==> src/rtl/l1_mmu_arbiter.sv <==
// rtl/l1_mmu_arbiter.sv - round-robin arbiter sharing one MMU port between L1 I-cache and D-cache
`timescale 1ns/1ps
module l1_mmu_arbiter #(
  parameter int ADDR_W  = 32,
  parameter int LINE_W  = 256,
  parameter int TIMEOUT = 1023
) (
  input  logic              sys_clk,
  input  logic              rst,
  input  logic              ic_req_read,
  input  logic [ADDR_W-1:0] ic_req_addr,
  output logic              ic_done,
  input  logic              dc_req_read,
  input  logic              dc_req_write,
  input  logic [ADDR_W-1:0] dc_req_addr,
  input  logic [LINE_W-1:0] dc_write_data,
  output logic              dc_done,
  output logic [LINE_W-1:0] l1_read_data,
  output logic              mmu_req_read,
  output logic              mmu_req_write,
  output logic [ADDR_W-1:0] mmu_req_addr,
  output logic [LINE_W-1:0] mmu_write_data,
  input  logic              mmu_done,
  input  logic [LINE_W-1:0] mmu_read_data,
  output logic              grant_dc,
  output logic              err_timeout,
  output logic              err_spurious_done
);

  localparam int WD_W = (TIMEOUT > 0) ? $clog2(TIMEOUT + 1) : 1;
  localparam logic [WD_W-1:0] WD_MAX = WD_W'(TIMEOUT);

  typedef enum logic [1:0] {S_IDLE, S_BUSY_I, S_BUSY_D, S_GAP} state_t;

  state_t          r_state;
  logic            r_last_dc;
  logic [WD_W-1:0] r_wd;
  logic            r_err_timeout;
  logic            r_err_spurious;

  logic            w_ic_act;
  logic            w_dc_act;
  logic [WD_W-1:0] w_wd_next;

  assign w_ic_act  = ic_req_read;
  assign w_dc_act  = dc_req_read | dc_req_write;
  assign w_wd_next = (r_wd == WD_MAX) ? r_wd : r_wd + WD_W'(1);

  always_ff @(posedge sys_clk or posedge rst) begin
    if (rst) begin
      r_state        <= S_IDLE;
      r_last_dc      <= 1'b0;
      r_wd           <= '0;
      r_err_timeout  <= 1'b0;
      r_err_spurious <= 1'b0;
    end else begin
      case (r_state)
        S_IDLE: begin
          r_wd <= '0;
          if (mmu_done) r_err_spurious <= 1'b1;
          if (w_ic_act && w_dc_act) r_state <= r_last_dc ? S_BUSY_I : S_BUSY_D;
          else if (w_ic_act)        r_state <= S_BUSY_I;
          else if (w_dc_act)        r_state <= S_BUSY_D;
        end
        S_BUSY_I, S_BUSY_D: begin
          if (mmu_done) begin
            r_last_dc <= (r_state == S_BUSY_D);
            r_state   <= S_GAP;
          end else begin
            // watchdog only observes; the grant is never revoked
            r_wd <= w_wd_next;
            if (TIMEOUT != 0 && w_wd_next == WD_MAX) r_err_timeout <= 1'b1;
          end
        end
        S_GAP: begin
          if (mmu_done) r_err_spurious <= 1'b1;
          r_state <= S_IDLE;
        end
        default: r_state <= S_IDLE;
      endcase
    end
  end

  // select comes from registered state only, so the mux cannot glitch on unselected inputs
  always_comb begin
    mmu_req_read   = 1'b0;
    mmu_req_write  = 1'b0;
    mmu_req_addr   = '0;
    mmu_write_data = '0;
    ic_done        = 1'b0;
    dc_done        = 1'b0;
    case (r_state)
      S_BUSY_I: begin
        mmu_req_read = ic_req_read;
        mmu_req_addr = ic_req_addr;
        ic_done      = mmu_done;
      end
      S_BUSY_D: begin
        mmu_req_read   = dc_req_read;
        mmu_req_write  = dc_req_write;
        mmu_req_addr   = dc_req_addr;
        mmu_write_data = dc_write_data;
        dc_done        = mmu_done;
      end
      default: ;
    endcase
  end

  assign grant_dc          = (r_state == S_BUSY_D);
  assign l1_read_data      = mmu_read_data;
  assign err_timeout       = r_err_timeout;
  assign err_spurious_done = r_err_spurious;

endmodule

==> config.mk <==
export PLATFORM = sky130hd
export DESIGN_NAME = l1_mmu_arbiter
export DESIGN_NICKNAME = d
export VERILOG_FILES = /design/src/rtl/l1_mmu_arbiter.sv
export SDC_FILE = /design/constraint.sdc
export NUM_CORES = 1
export LEC_CHECK = 0
export ABC_AREA = 1
export ABC_CLOCK_PERIOD_IN_PS = 1700
export CAP_MARGIN = 20
export CORE_AREA = 3 3 438 440
export CTS_CLUSTER_SIZE = 25
export DETAILED_ROUTE_END_ITERATION = 10
export DIE_AREA = 0 0 441 443
export SYNTH_ARGS = -nofsm -noshare
export SYNTH_HDL_FRONTEND = slang
export SYNTH_SLANG_ARGS = --single-unit
==> constraint.sdc <==
create_clock -name sys_clk -period 1.7 [get_ports sys_clk]
set_input_delay 0.425 -clock sys_clk [delete_from_list [all_inputs] [get_ports sys_clk]]
set_output_delay 0.425 -clock sys_clk [all_outputs]
set_load 0.05 [all_outputs]
# Word level (Yosys, flattened, before mapping)
# Cells that the tools add are included.
# word_totals
reg_bits	15
in_bits	582
output_inout_bits	551
elab_cells	41
# classes
n_addsub	1
eq_ne	8
mux	15
bitwise_logic	2
reduce_logical	10
# op_table
cell	n
two-way mux 256 bit	1
case mux 32 bit (2 select lines)	1
equality test 10 bit, second input constant	2
two-way mux 10 bit	2
case mux 10 bit (2 select lines)	1
adder 10 x 1 -> 10 bit, second input constant	1
two-way mux 2 bit	5
AND reduction 2 bit	4
case mux 2 bit (3 select lines)	1
equality test 2 bit, second input constant	2
!= test 2 bit, second input constant	2
!= test 4 bit, second input constant	1
OR reduction 2 bit	2
two-way mux 1 bit	3
AND reduction 3 bit	1
equality test 2 x 1 -> 1 bit, second input constant	1
zero test 2 bit	1
case mux 1 bit (2 select lines)	1
nonzero test 2 bit	1
logical AND 1 bit	1
NOT 1 bit	1
OR 1 bit	1

# Logic depth before layout (Yosys ltp)
# logic_depth
ltp_word	5
ltp_mapped	11
mapped_depth_nobuf	11

# Least setup slack after synthesis
# No wires, ideal clock.
# synth_path
path_kind	flip-flop to output port
start	register r_state[0]
end	output mmu_req_addr[30]
arrival_ns	2.431
t_required_ns	1.275
slack_ns	-1.156
path_stages_with_launch	7
path_buffers	2
path_cell_list	dfrtp_1 -> inv_1 -> ha_1 -> clkbuf_1 -> clkbuf_1 -> nand2_1 -> a21oi_1
# synth_via
elab_chain_len	2
elab_cells_between_ends	3
cone_classes	2 x eq/ne; 1 x mux
# synth_rtl
element	line	source
start: declaration	35	state_t r_state;
start signal: assignment	61	if (w_ic_act && w_dc_act) r_state <= r_last_dc ? S_BUSY_I : S_BUSY_D;
equality test 2 bit	--	
via grant_dc	25	output logic grant_dc,
case mux 32 bit (2 select lines)	92	case (r_state)
end: declaration	21	output logic [ADDR_W-1:0] mmu_req_addr,
# The timed path passes the listed nets, and every way through them passes these cells.

# Worst setup path in the final report
# layout_path
start	register r_state[1]
end	output mmu_write_data[164]
# layout_via
elab_chain_len	2
# layout_rtl
element	line	source
equality test 2 bit	92	
two-way mux 256 bit	92	
end: declaration	22	output logic [LINE_W-1:0] mmu_write_data,
# No other way between the ends.

==> flow_summary.json <==
{
  "outcome": "finished, violations left",
  "failed_checks": "setup timing",
  "io_pins": 1133,
  "cp_slowest_cell": "dfrtp_1",
  "max-slew-margin-rel_pct": 59.1,
  "fmax_mhz": 442,
  "die_w_um": 441,
  "layout.nets": 2038,
  "cts_tree": "built",
  "synth-seq-cells": 15,
  "synthesis.nets": 1635,
  "ant_nets": 0,
  "power_uw": 36500,
  "holdBufCountCts": 0,
  "drt_iter0_drc": 713,
  "drcViolationCount": 0,
  "final.period_utilization_pct": 133,
  "coreArea_um2": 188000,
  "crit_path_max_fanout": 10,
  "synth_area_um2": 5410,
  "wl_met3_um": 23000,
  "setup_ws_ns": -0.564,
  "min_path_type": "reg -> reg",
  "cp_data_required_time_ns": 1.27,
  "synth_cells": 1048,
  "worstSetupPathType": "reg -> out",
  "slowest_delay_ns": 0.40,
  "num_vias": 8935,
  "seq_area_frac_synth_pct": 6.93,
  "avgViaCountPerCell": 2.26,
  "yosysWarnings": 0,
  "fin_area_um2": 19200,
  "antenna_found_initial": 138,
  "post-dp-hpwl_um": 126000,
  "rsz0062_at_grt": "true",
  "synth.distinct_cells": 25,
  "firstDrtPassIters": 5,
  "synth.avg_cell_area_um2": 5.17,
  "m1WireLength_um": 38100,
  "track_usage_pct": 12.9,
  "overflow": 0,
  "initial_core_util_pct": 2.88,
  "clk_latency_ns": 0.25,
  "die_h_um": 443,
  "crit_chain": "buf_6 > ha_4 > buf_12 > buf_16 > clkbuf_16 > nand2_8 > clkinvlp_4 > buf_12",
  "cts_buffers": 3,
  "io_buffers": 620,
  "finalSetupViolCount": 306,
  "grt_pass1_vias": 8136,
  "drive_gt1_share_pct": 59.7,
  "clock_path_buffers": 2,
  "layout.cells.non_filler": 3957,
  "worstMarginPinSlew_ns": 0.612,
  "die_area_um2": 195000,
  "cts_htree_levels": 1,
  "grt_pass1_wl_um": 150000,
  "leakage_uw": 0.00606,
  "fin_crit_ns": 2.26,
  "worst_setup_path_start_kind": "register",
  "clock-sinks": 15,
  "cts-root-buf": "clkbuf_16",
  "setup_tns_ns": -143.38,
  "max_cap_violations": 0,
  "wl_per_cell_um": 33.9,
  "p_per_area_nw_per_um2": 1900,
  "slew_viol_final": 0,
  "cp_common_cell": "buf_12",
  "dp.cells": 3904,
  "std_cell_rows": 159,
  "dp_slack_ns": -0.530,
  "grt_max_degree": 67,
  "wirelength_um": 134000,
  "clkSlewWorstSetupHoldPaths_ns": 0.05,
  "cp-end-kind": "output pin",
  "syn2layout_area_growth_pct": 255,
  "top_layer_used": "met5",
  "dpl_cell_area_um2": 17600,
  "finalClockSkew_ns": 0.00560,
  "cp_data_arrival_time_ns": 1.84,
  "place_congestion": 1.19,
  "report.final.hold_viol_count": 0,
  "ir_drop_v": 0.000859,
  "wl_met2_um": 67000
}
per-layer routing:
| layer | up-vias | GRT usage (%) |
|---|---|---|
| li1 | 3479 | - |
| met1 | 4087 | 10.9 |
| met2 | 925 | 23.0 |
| met3 | 424 | 9.92 |
| met4 | 20 | 3.97 |
| met5 | - | 1.61 |
layout make-up:
cell class	count	area (um2)
well taps	2495	3120
inverters	283	2030
clock buffers	4	78.8
diodes	12	30.0
flip-flops and latches	15	375
multi-input cells	453	3240
fillers	21500	169000
repair buffers	695	10400
cells by family after synthesis:
family / share of synthesized area [%]
buf+inv: 58.1
simple gates: 27.9
compound gates: 5.22
flops: 6.93
fa+ha+maj: 1.16
xor+xnor: 0.485
mux: 0.185
power by group:
group	internal, uW	switching [uW]	total (uW)
Combinational	14300	21200	35500
Clock	317	142	459
Sequential	431	61.6	492
critical path: cells and delay by family (launching register included):
| family | cells | cell delay [ns] |
|---|---|---|
| buffers and inverters | 6 | 0.90 |
| DFF | 1 | 0.40 |
| adders and majority gates | 1 | 0.18 |
| and+or+nand+nor | 1 | 0.08 |
state kept, by name, summed over array words and instances (netlist names):
name               cells
r_wd                  10
r_last_dc              1
err_spurious_done      1
err_timeout            1
r_state                2
placed cells by master (no fill, tap or decap), drive strengths merged:
cell           instances
xnor2                  1
clkbuf                10
bufbuf                 1
o21ai                 20
inv                   24
xor2                   2
nor2                  14
dfrtp                 15
clkdlybuf4s50        325
nand2                362
a21oi                 35
clkinv                 1
a21o                   1
buf                  363
nand4                  3
diode                 12
mux2i                  1
nand3                  9
ha                     5
clkinvlp             258
cells in the mapped netlist, drive strengths merged:
master / n / area [um2]
clkbuf: 38 / 143
xnor2: 1 / 8.76
nand4: 3 / 18.8
a21oi: 35 / 175
nand2: 362 / 1360
clkinv: 1 / 3.75
nand3: 9 / 60.1
mux2i: 1 / 10.0
xor2: 2 / 17.5
o21ai: 20 / 100
inv: 282 / 1060
a21o: 1 / 7.51
dfrtp: 15 / 375
nor2: 14 / 70.1
buf: 259 / 1940
ha: 5 / 62.6
path summary, 6_finish.rpt:
path | start | to | slack [ns] | depth (start not counted)
max | r_state[1]$_DFFE_PP0P_ | mmu_write_data[164] | -0.56 | 8
min | r_last_dc$_DFFE_PP0P_ | r_last_dc$_DFFE_PP0P_ | 0.49 | 2
max reg2reg | r_state[1]$_DFFE_PP0P_ | r_wd[5]$_DFFE_PP0P_ | -0.14 | 9
min reg2reg | r_last_dc$_DFFE_PP0P_ | r_last_dc$_DFFE_PP0P_ | 0.49 | 2
max in group asynchronous | rst | err_spurious_done$_DFFE_PP0P_ | 0.74 | 2
min in group asynchronous | rst | r_wd[2]$_DFFE_PP0P_ | 0.56 | 2
what timing repair did:
item	in CTS	in global routing
setup buffers	11	12
gates cloned	6	8
gates resized for setup	118	164
setup endpoints to repair	306	306
pin swaps	5	11
stage by stage:
| step | util [%] | hold slack [ns] |
|---|---|---|
| 2_1_floorplan | - | 0.326 |
| 3_3_place_gp | 9.34 | 0.480 |
| 3_5_place_dp | 9.34 | 0.481 |
| 4_1_cts | 9.75 | 0.493 |
| 5_1_grt | 10.2 | 0.544 |
| 6_report | 10.2 | 0.495 |
Power figures use the tool's default switching activity.
